`src/rtl/x25519_operand_loader.sv`:
```
// Collects the 64-byte scalar/u stream, decodes both operands and sequences the ladder through reset, run and done.
// k/x_p update one cycle after the last byte; in_ready drops from the last accepted byte until ladder_done.
module x25519_operand_loader #(
  parameter int RST_CYCLES = 2
) (
  input  logic         clk,
  input  logic         rst,
  input  logic         in_valid,
  output logic         in_ready,
  input  logic [7:0]   in_data,
  output logic [254:0] k,
  output logic [254:0] x_p,
  output logic         ladder_rst,
  input  logic         ladder_done,
  output logic         busy,
  output logic         op_done
);

  typedef enum logic [2:0] {LOAD_K, LOAD_U, REDUCE, KICK, RUN} state_t;

  state_t       state;
  logic [5:0]   byte_cnt;
  logic [255:0] k_raw;
  logic [255:0] u_raw;
  logic [15:0]  kick_cnt;
  logic [255:0] u_plus;
  logic         accept;
  logic         unused_bits;

  // A carry into bit 255 means um >= p, and the low 255 bits are then um - p.
  assign u_plus      = {1'b0, u_raw[254:0]} + 256'd19;
  assign accept      = in_valid && in_ready;
  assign unused_bits = ^{k_raw[255:254], k_raw[2:0], u_raw[255]};

  always_ff @(posedge clk or posedge rst) begin
    if (rst) begin
      state      <= LOAD_K;
      byte_cnt   <= 6'd0;
      k_raw      <= '0;
      u_raw      <= '0;
      k          <= '0;
      x_p        <= '0;
      kick_cnt   <= '0;
      in_ready   <= 1'b0;
      ladder_rst <= 1'b1;
      busy       <= 1'b0;
      op_done    <= 1'b0;
    end else begin
      op_done <= 1'b0;
      case (state)
        LOAD_K, LOAD_U: begin
          in_ready <= 1'b1;
          if (accept) begin
            if (byte_cnt[5])
              u_raw[{byte_cnt[4:0], 3'b000} +: 8] <= in_data;
            else
              k_raw[{byte_cnt[4:0], 3'b000} +: 8] <= in_data;
            byte_cnt <= byte_cnt + 6'd1;
            if (byte_cnt == 6'd31)
              state <= LOAD_U;
            if (byte_cnt == 6'd63) begin
              state    <= REDUCE;
              in_ready <= 1'b0;
              busy     <= 1'b1;
            end
          end
        end
        REDUCE: begin
          k        <= {1'b1, k_raw[253:3], 3'b000};
          x_p      <= u_plus[255] ? u_plus[254:0] : u_raw[254:0];
          kick_cnt <= 16'(RST_CYCLES - 1);
          state    <= KICK;
        end
        KICK: begin
          if (kick_cnt == 16'd0) begin
            state      <= RUN;
            ladder_rst <= 1'b0;
          end else begin
            kick_cnt <= kick_cnt - 16'd1;
          end
        end
        RUN: begin
          if (ladder_done) begin
            op_done    <= 1'b1;
            ladder_rst <= 1'b1;
            busy       <= 1'b0;
            in_ready   <= 1'b1;
            state      <= LOAD_K;
          end
        end
        default: state <= LOAD_K;
      endcase
    end
  end

endmodule

```
`config.mk`:
```
export PLATFORM = sky130hd
export DESIGN_NAME = x25519_operand_loader
export DESIGN_NICKNAME = d
export VERILOG_FILES = /design/src/rtl/x25519_operand_loader.sv
export SDC_FILE = /design/constraint.sdc
export NUM_CORES = 2
export LEC_CHECK = 0
export BUFFER_PORTS_ARGS = -buffer_cell sky130_fd_sc_hd__buf_2
export CORE_ASPECT_RATIO = 1.5
export CORE_MARGIN = 5
export CORE_UTILIZATION = 26
export DETAILED_ROUTE_END_ITERATION = 7
export PLACE_DENSITY = 0.51
export SYNTH_ARGS = -nofsm -noshare
export SYNTH_HDL_FRONTEND = slang
export SYNTH_SLANG_ARGS = --single-unit
export TNS_END_PERCENT = 50
```
`constraint.sdc`:
```
create_clock -name clk -period 29.9 [get_ports clk]
set_input_delay 2.99 -clock clk [delete_from_list [all_inputs] [get_ports clk]]
set_output_delay 2.99 -clock clk [all_outputs]
set_load 0.005 [all_outputs]
```
# Word-level counts from Yosys, hierarchy flattened
# Index checks and enable logic that the tools add are counted.
# Widths: inputs -> output; s select.
totals:
  reg_bits: 1048
  input_bits: 12
  out_inout_bits: 514
  elab_cells: 68
classes:
  n_addsub: 4
  n_eq_ne: 12
  shift: 2
  n_mux: 23
  bitwise: 1
  reduce_logical: 15
op_table:
  columns: ["operator", "n"]
  rows:
  - ["$bwmux 256", 2]
  - ["$add 255x5->256 const B", 1]
  - ["$shift 8x10->256 const A", 1]
  - ["$shiftx 8x10->256", 1]
  - ["$mux 255", 1]
  - ["$pmux 16 s2", 1]
  - ["$logic_not 16->1", 1]
  - ["$mux 16", 1]
  - ["$sub 16x1->16 const B", 1]
  - ["$mux 3", 5]
  - ["$pmux 3 s4", 1]
  - ["$ne 2x2->1 const B", 5]
  - ["$neg 8->10", 1]
  - ["$mux 1", 9]
  - ["$reduce_and 3->1", 3]
  - ["$reduce_and 4->1", 2]
  - ["$add 6x1->6 const B", 1]
  - ["$eq 3x2->1 const B", 2]
  - ["$eq 6x5->1 const B", 1]
  - ["$eq 6x6->1 const B", 1]
  - ["$pmux 1 s2", 3]
  - ["$reduce_and 2->1", 3]
  - ["$reduce_bool 2->1", 3]
  - ["$eq 3x1->1 const B", 1]
  - ["other kinds (6)", 6]

# Longest topological paths before layout
logic_depth:
  ltp_word: 5
  ltp_mapped: 11
  depth_no_buf: 8

# Least setup slack after synthesis
# No wires, ideal clock.
synth_timing:
  path_type: "input to register"
  start: "in in_valid"
  end: "reg u_raw[73]"
  setup_ns: 0.125
  arrival_time_ns: 4.621
  t_required_ns: 29.775
  setup_slack_ns: 25.154
  stages: 7
  path_buffers: 1
  cell_sequence: "nand2_1 -> nor3_2 -> and2_1 -> nand2b_1 -> clkbuf_1 -> nor2_1 -> mux2_2"
synth_between:
  elab_chain_len: 2
synth_rtl:
  columns: ["element", "line", "text"]
  rows:
  - ["from (decl)", "8", "input logic in_valid,"]
  - ["$logic_and 1x1->1", "32", "assign accept = in_valid && in_ready;"]
  - ["$reduce_and 3->1 (no source line)", null, null]
  - ["to (signal, indexed assignment)", "55", "u_raw[{byte_cnt[4:0], 3'b000} +: 8] <= in_data;"]
  - ["to (decl)", "24", "logic [255:0] u_raw;"]
# No other way between the ends.
# A chain may end at the register's enable or synchronous reset.

==> metrics.csv <==
stage,metric,value,unit
timing,rsz0062_at_grt,no,
placement,hpwl,121,mm
worst_hold_path,hold_path.class,flip-flop to flip-flop,
layout,postLayoutCellArea,50200,um^2
timing,fmax,147,MHz
timing,min_period,6.81,ns
layout,finalNonFillerCells,6304,
layout,drive_gt1_share,30.8,%
setup_path,reg2reg_from,byte_cnt[0],
clock_network,cts_root_buffer,clkbuf_16,
run_status,status,finished clean,
placement,dp_slack,22.11,ns
global_routing,gr-usage-met2,29.6,%
global_routing,grt_pass1_wl,235,mm
global_routing,busiest_layer,met2,
synth,syn_area_per_cell,11.4,um^2
timing,fin_crit_sh,22.8,%
clock_network,cts_sinks,1042,
layout,seq_area,26100,um^2
timing,drv_slew,0,
clock_network,numCtsBuffers,105,
detailed_routing,drt_wl_total,167,mm
layout,final_nets,4159,
synth,synth-edff-count,0,
layout,final_util,31.6,%
setup_path,crit_path_end_kind,async pin,
timing,hold_violations,0,
global_routing,grtUsageMet3,5.79,%
placement,place_area,46700,um^2
clock_network,clock_tree.buffer_depth,3,
synth,ys_top_cells_by_count,"nand2_1 (1,088), dfrtp_1 (1,041), mux2_2 (506), clkbuf_1 (157), nor2_1 (155)",
setup_path,cpMostUsedCell,buf_4,
detailed_routing,drt_pass1_iterations,5,
synth,ys.flop_type,dfrtp_1,
worst_hold_path,worst_hold_path.endpoint,k[18],
synth,yosysMostFrequentCell,nand2_1,
setup_path,rr_worst_depth,7,
placement,dp.cells,6113,
setup_path,timing.rr.end,k_raw[11],
timing,setup_viol,0,
pwr,max-vdd-ir-drop,0.0000569,V
synth,netlist_top_cells_area,"dfrtp_1 (63%), mux2_2 (14%), nand2_1 (9.8%), a22o_1 (2.7%), nand4_1 (1.9%)",
global_routing,grt_start_max_net_pins,185,
clock_network,clkLatencyLatePin,0.74,ns
floorplanning,die_w,337,um
floorplanning,rows,179,
global_routing,grt_antenna_before_repair,6,
floorplanning,core_area,159000,um^2
setup_path,worstPathMaxFanout,154,
synth,synth_cells,3636,
synth,synth-seq-cells,1042,
timing,skew,0.0257,ns
timing,tns,0,ns
detailed_routing,routed-via-count,30569,
synth,yosysWarnings,0,
clock_network,clk_pin_slew_worst_paths,0.06,ns
floorplanning,io_pins,526,
timing,layout_setup_ws,23.09,ns
clock_network,tritoncts,built,
flow_run,maxCapViolCount,0,
synth,yosys.cell_types.count,55,
global_routing,grt_overflow,0,
detailed_routing,routedWlPerCell,26.6,um
global_routing,grtUsageMet1,26.6,%
setup_path,max_stage_delay,0.97,ns
synth,synth.top_cell.area_share,62.6,%
setup_path,r2r_slack,25.04,ns
detailed_routing,drtIter0Drc,2555,
synth,synthesis.area,41600,um^2
setup_path,worstPathCellList,"buf_2, clkinvlp_4, buf_12, buf_4, buf_4, buf_4, buf_4",
placement,portBuffers,522,
placement,place.gp.congestion,0.849,
setup_path,crit_arrival,7.54,ns
layout,fillers,16450,
global_routing,gr-usage-all-layers,19.3,%
clock_network,postCtsSetupRepairBufs,0,
detailed_routing,drc,0,
synth,postSynth.asyncResetShare,100,%
clock_network,cts_hold_buffers,0,
floorplanning,start_util,26.2,%
setup_path,start_kind,input pin,
pwr,total_leakage_power,26.0,nW
timing,timing.slew.headroom,6.81,%
floorplanning,die_y,500,um
setup_path,crit_type,input pin to async pin,
layout,areaGrowthSynthToFinish,20.7,%
detailed_routing,vias_per_cell,4.85,
worst_hold_path,hold_start,k_raw[18],
detailed_routing,ant_nets,0,
pwr,p_per_area,72.2,nW/um^2
setup_path,slowest_stage,buf_4,
floorplanning,dieArea,168000,um^2
synth,seq_area_frac_synth,62.7,%
clock_network,htreeDepth,3,
layout,multi_input_area,14900,um^2
timing,worstMarginPinSlew,1.39,ns
synth,synth_top_area_cell,dfrtp_1,
worst_hold_path,hold_depth,2,
clock_network,cts_resized,0,
global_routing,grt_pass1_vias,30838,
setup_path,critPathRequiredTime,30.63,ns
flip-flops by register name (all words and copies together), names as in the netlist:
register,count
u_raw,255
x_p,255
k,252
k_raw,251
kick_cnt,16
byte_cnt,6
state,3
busy,1
in_ready,1
ladder_rst,1
op_done,1
stage by stage:
step | hold WS [ns] | power, mW
final | 0.464 | 3.63
after floorplan | 0.433 | 1.96
after detailed placement | 0.450 | 2.26
after global placement | 0.445 | 2.25
after CTS | 0.468 | 3.67
after global routing | 0.484 | 3.76
worst max-delay path: cells and delay by family:
family / cells / cell delay, ns
buffers and inverters: 7 / 4.27
layout make-up:
class | count | share of cell area [%]
tap | 2081 | 5.18
antenna | 2 | 0.00996
sequential | 1042 | 51.9
timing repair buffer | 576 | 6.11
clock inverter | 39 | 1.07
inverter | 13 | 0.105
multi-input combinational | 2401 | 29.6
clock buffer | 150 | 6.07
worst max-delay path by stage:
stage | start | slack (ns) | endpoint
after CTS | rst | 22.91 | k[35]
final | rst | 23.09 | k_raw[35]
after floorplan | rst | 12.55 | busy
after global placement | rst | 22.11 | k[209]
after detailed placement | rst | 22.11 | k[210]
after global routing | rst | 22.26 | k_raw[160]
routing by layer:
layer	wire, um	share of wire [%]
met1	74400	44
met2	74000	44
met3	14500	8.7
met4	4510	2.7
met5	0	0
kinds of logic after synthesis:
logic type | count (synthesis) | synth area share, %
flip-flops | 1042 | 62.7
other | 1 | 0.00901
multiplexers | 509 | 13.8
AO/OA/AOI/OAI | 289 | 4.78
AND/OR/NAND/NOR | 1571 | 16.3
buffers and inverters | 195 | 1.84
adder cells (fa/ha/maj) | 8 | 0.241
XOR/XNOR | 21 | 0.442
report_power, final:
group / leakage (nW) / internal [mW] / switching [mW]
sequential: 14.5 / 1.53 / 0.106
clock: 1.75 / 0.798 / 0.600
combinational: 9.75 / 0.172 / 0.422
placed cells by master (no fill, tap or decap), types with 3 or more instances in the layout:
cell type | synthesis | final
buf_2 | 3 | 522
and3_1 | 6 | 6
o21ai_0 | 8 | 8
and2_1 | 40 | 40
a22o_1 | 126 | 126
a31oi_1 | 4 | 4
xnor2_1 | 15 | 13
buf_12 | 0 | 4
a21oi_1 | 130 | 129
mux2i_1 | 3 | 3
o31ai_1 | 4 | 4
nand2b_1 | 7 | 7
or4_1 | 11 | 11
ha_1 | 8 | 8
xor2_1 | 6 | 4
nand3_1 | 30 | 30
or3_1 | 7 | 6
clkinv_8 | 0 | 3
nand2_1 | 1088 | 1088
conb_1 | 1 | 3
nor2_4 | 12 | 13
nand4_1 | 128 | 128
clkbuf_8 | 0 | 23
clkinvlp_4 | 0 | 7
nor4_1 | 36 | 36
clkbuf_16 | 0 | 106
bufinv_16 | 0 | 10
mux2_2 | 506 | 506
clkbuf_1 | 157 | 21
inv_6 | 0 | 8
nor2_1 | 155 | 153
nor2_2 | 18 | 19
dfrtp_1 | 1041 | 1041
nor3_1 | 18 | 18
buf_4 | 8 | 50
clkinv_2 | 0 | 9
inv_1 | 13 | 12
No activity file was read; power rests on OpenSTA's default activity.
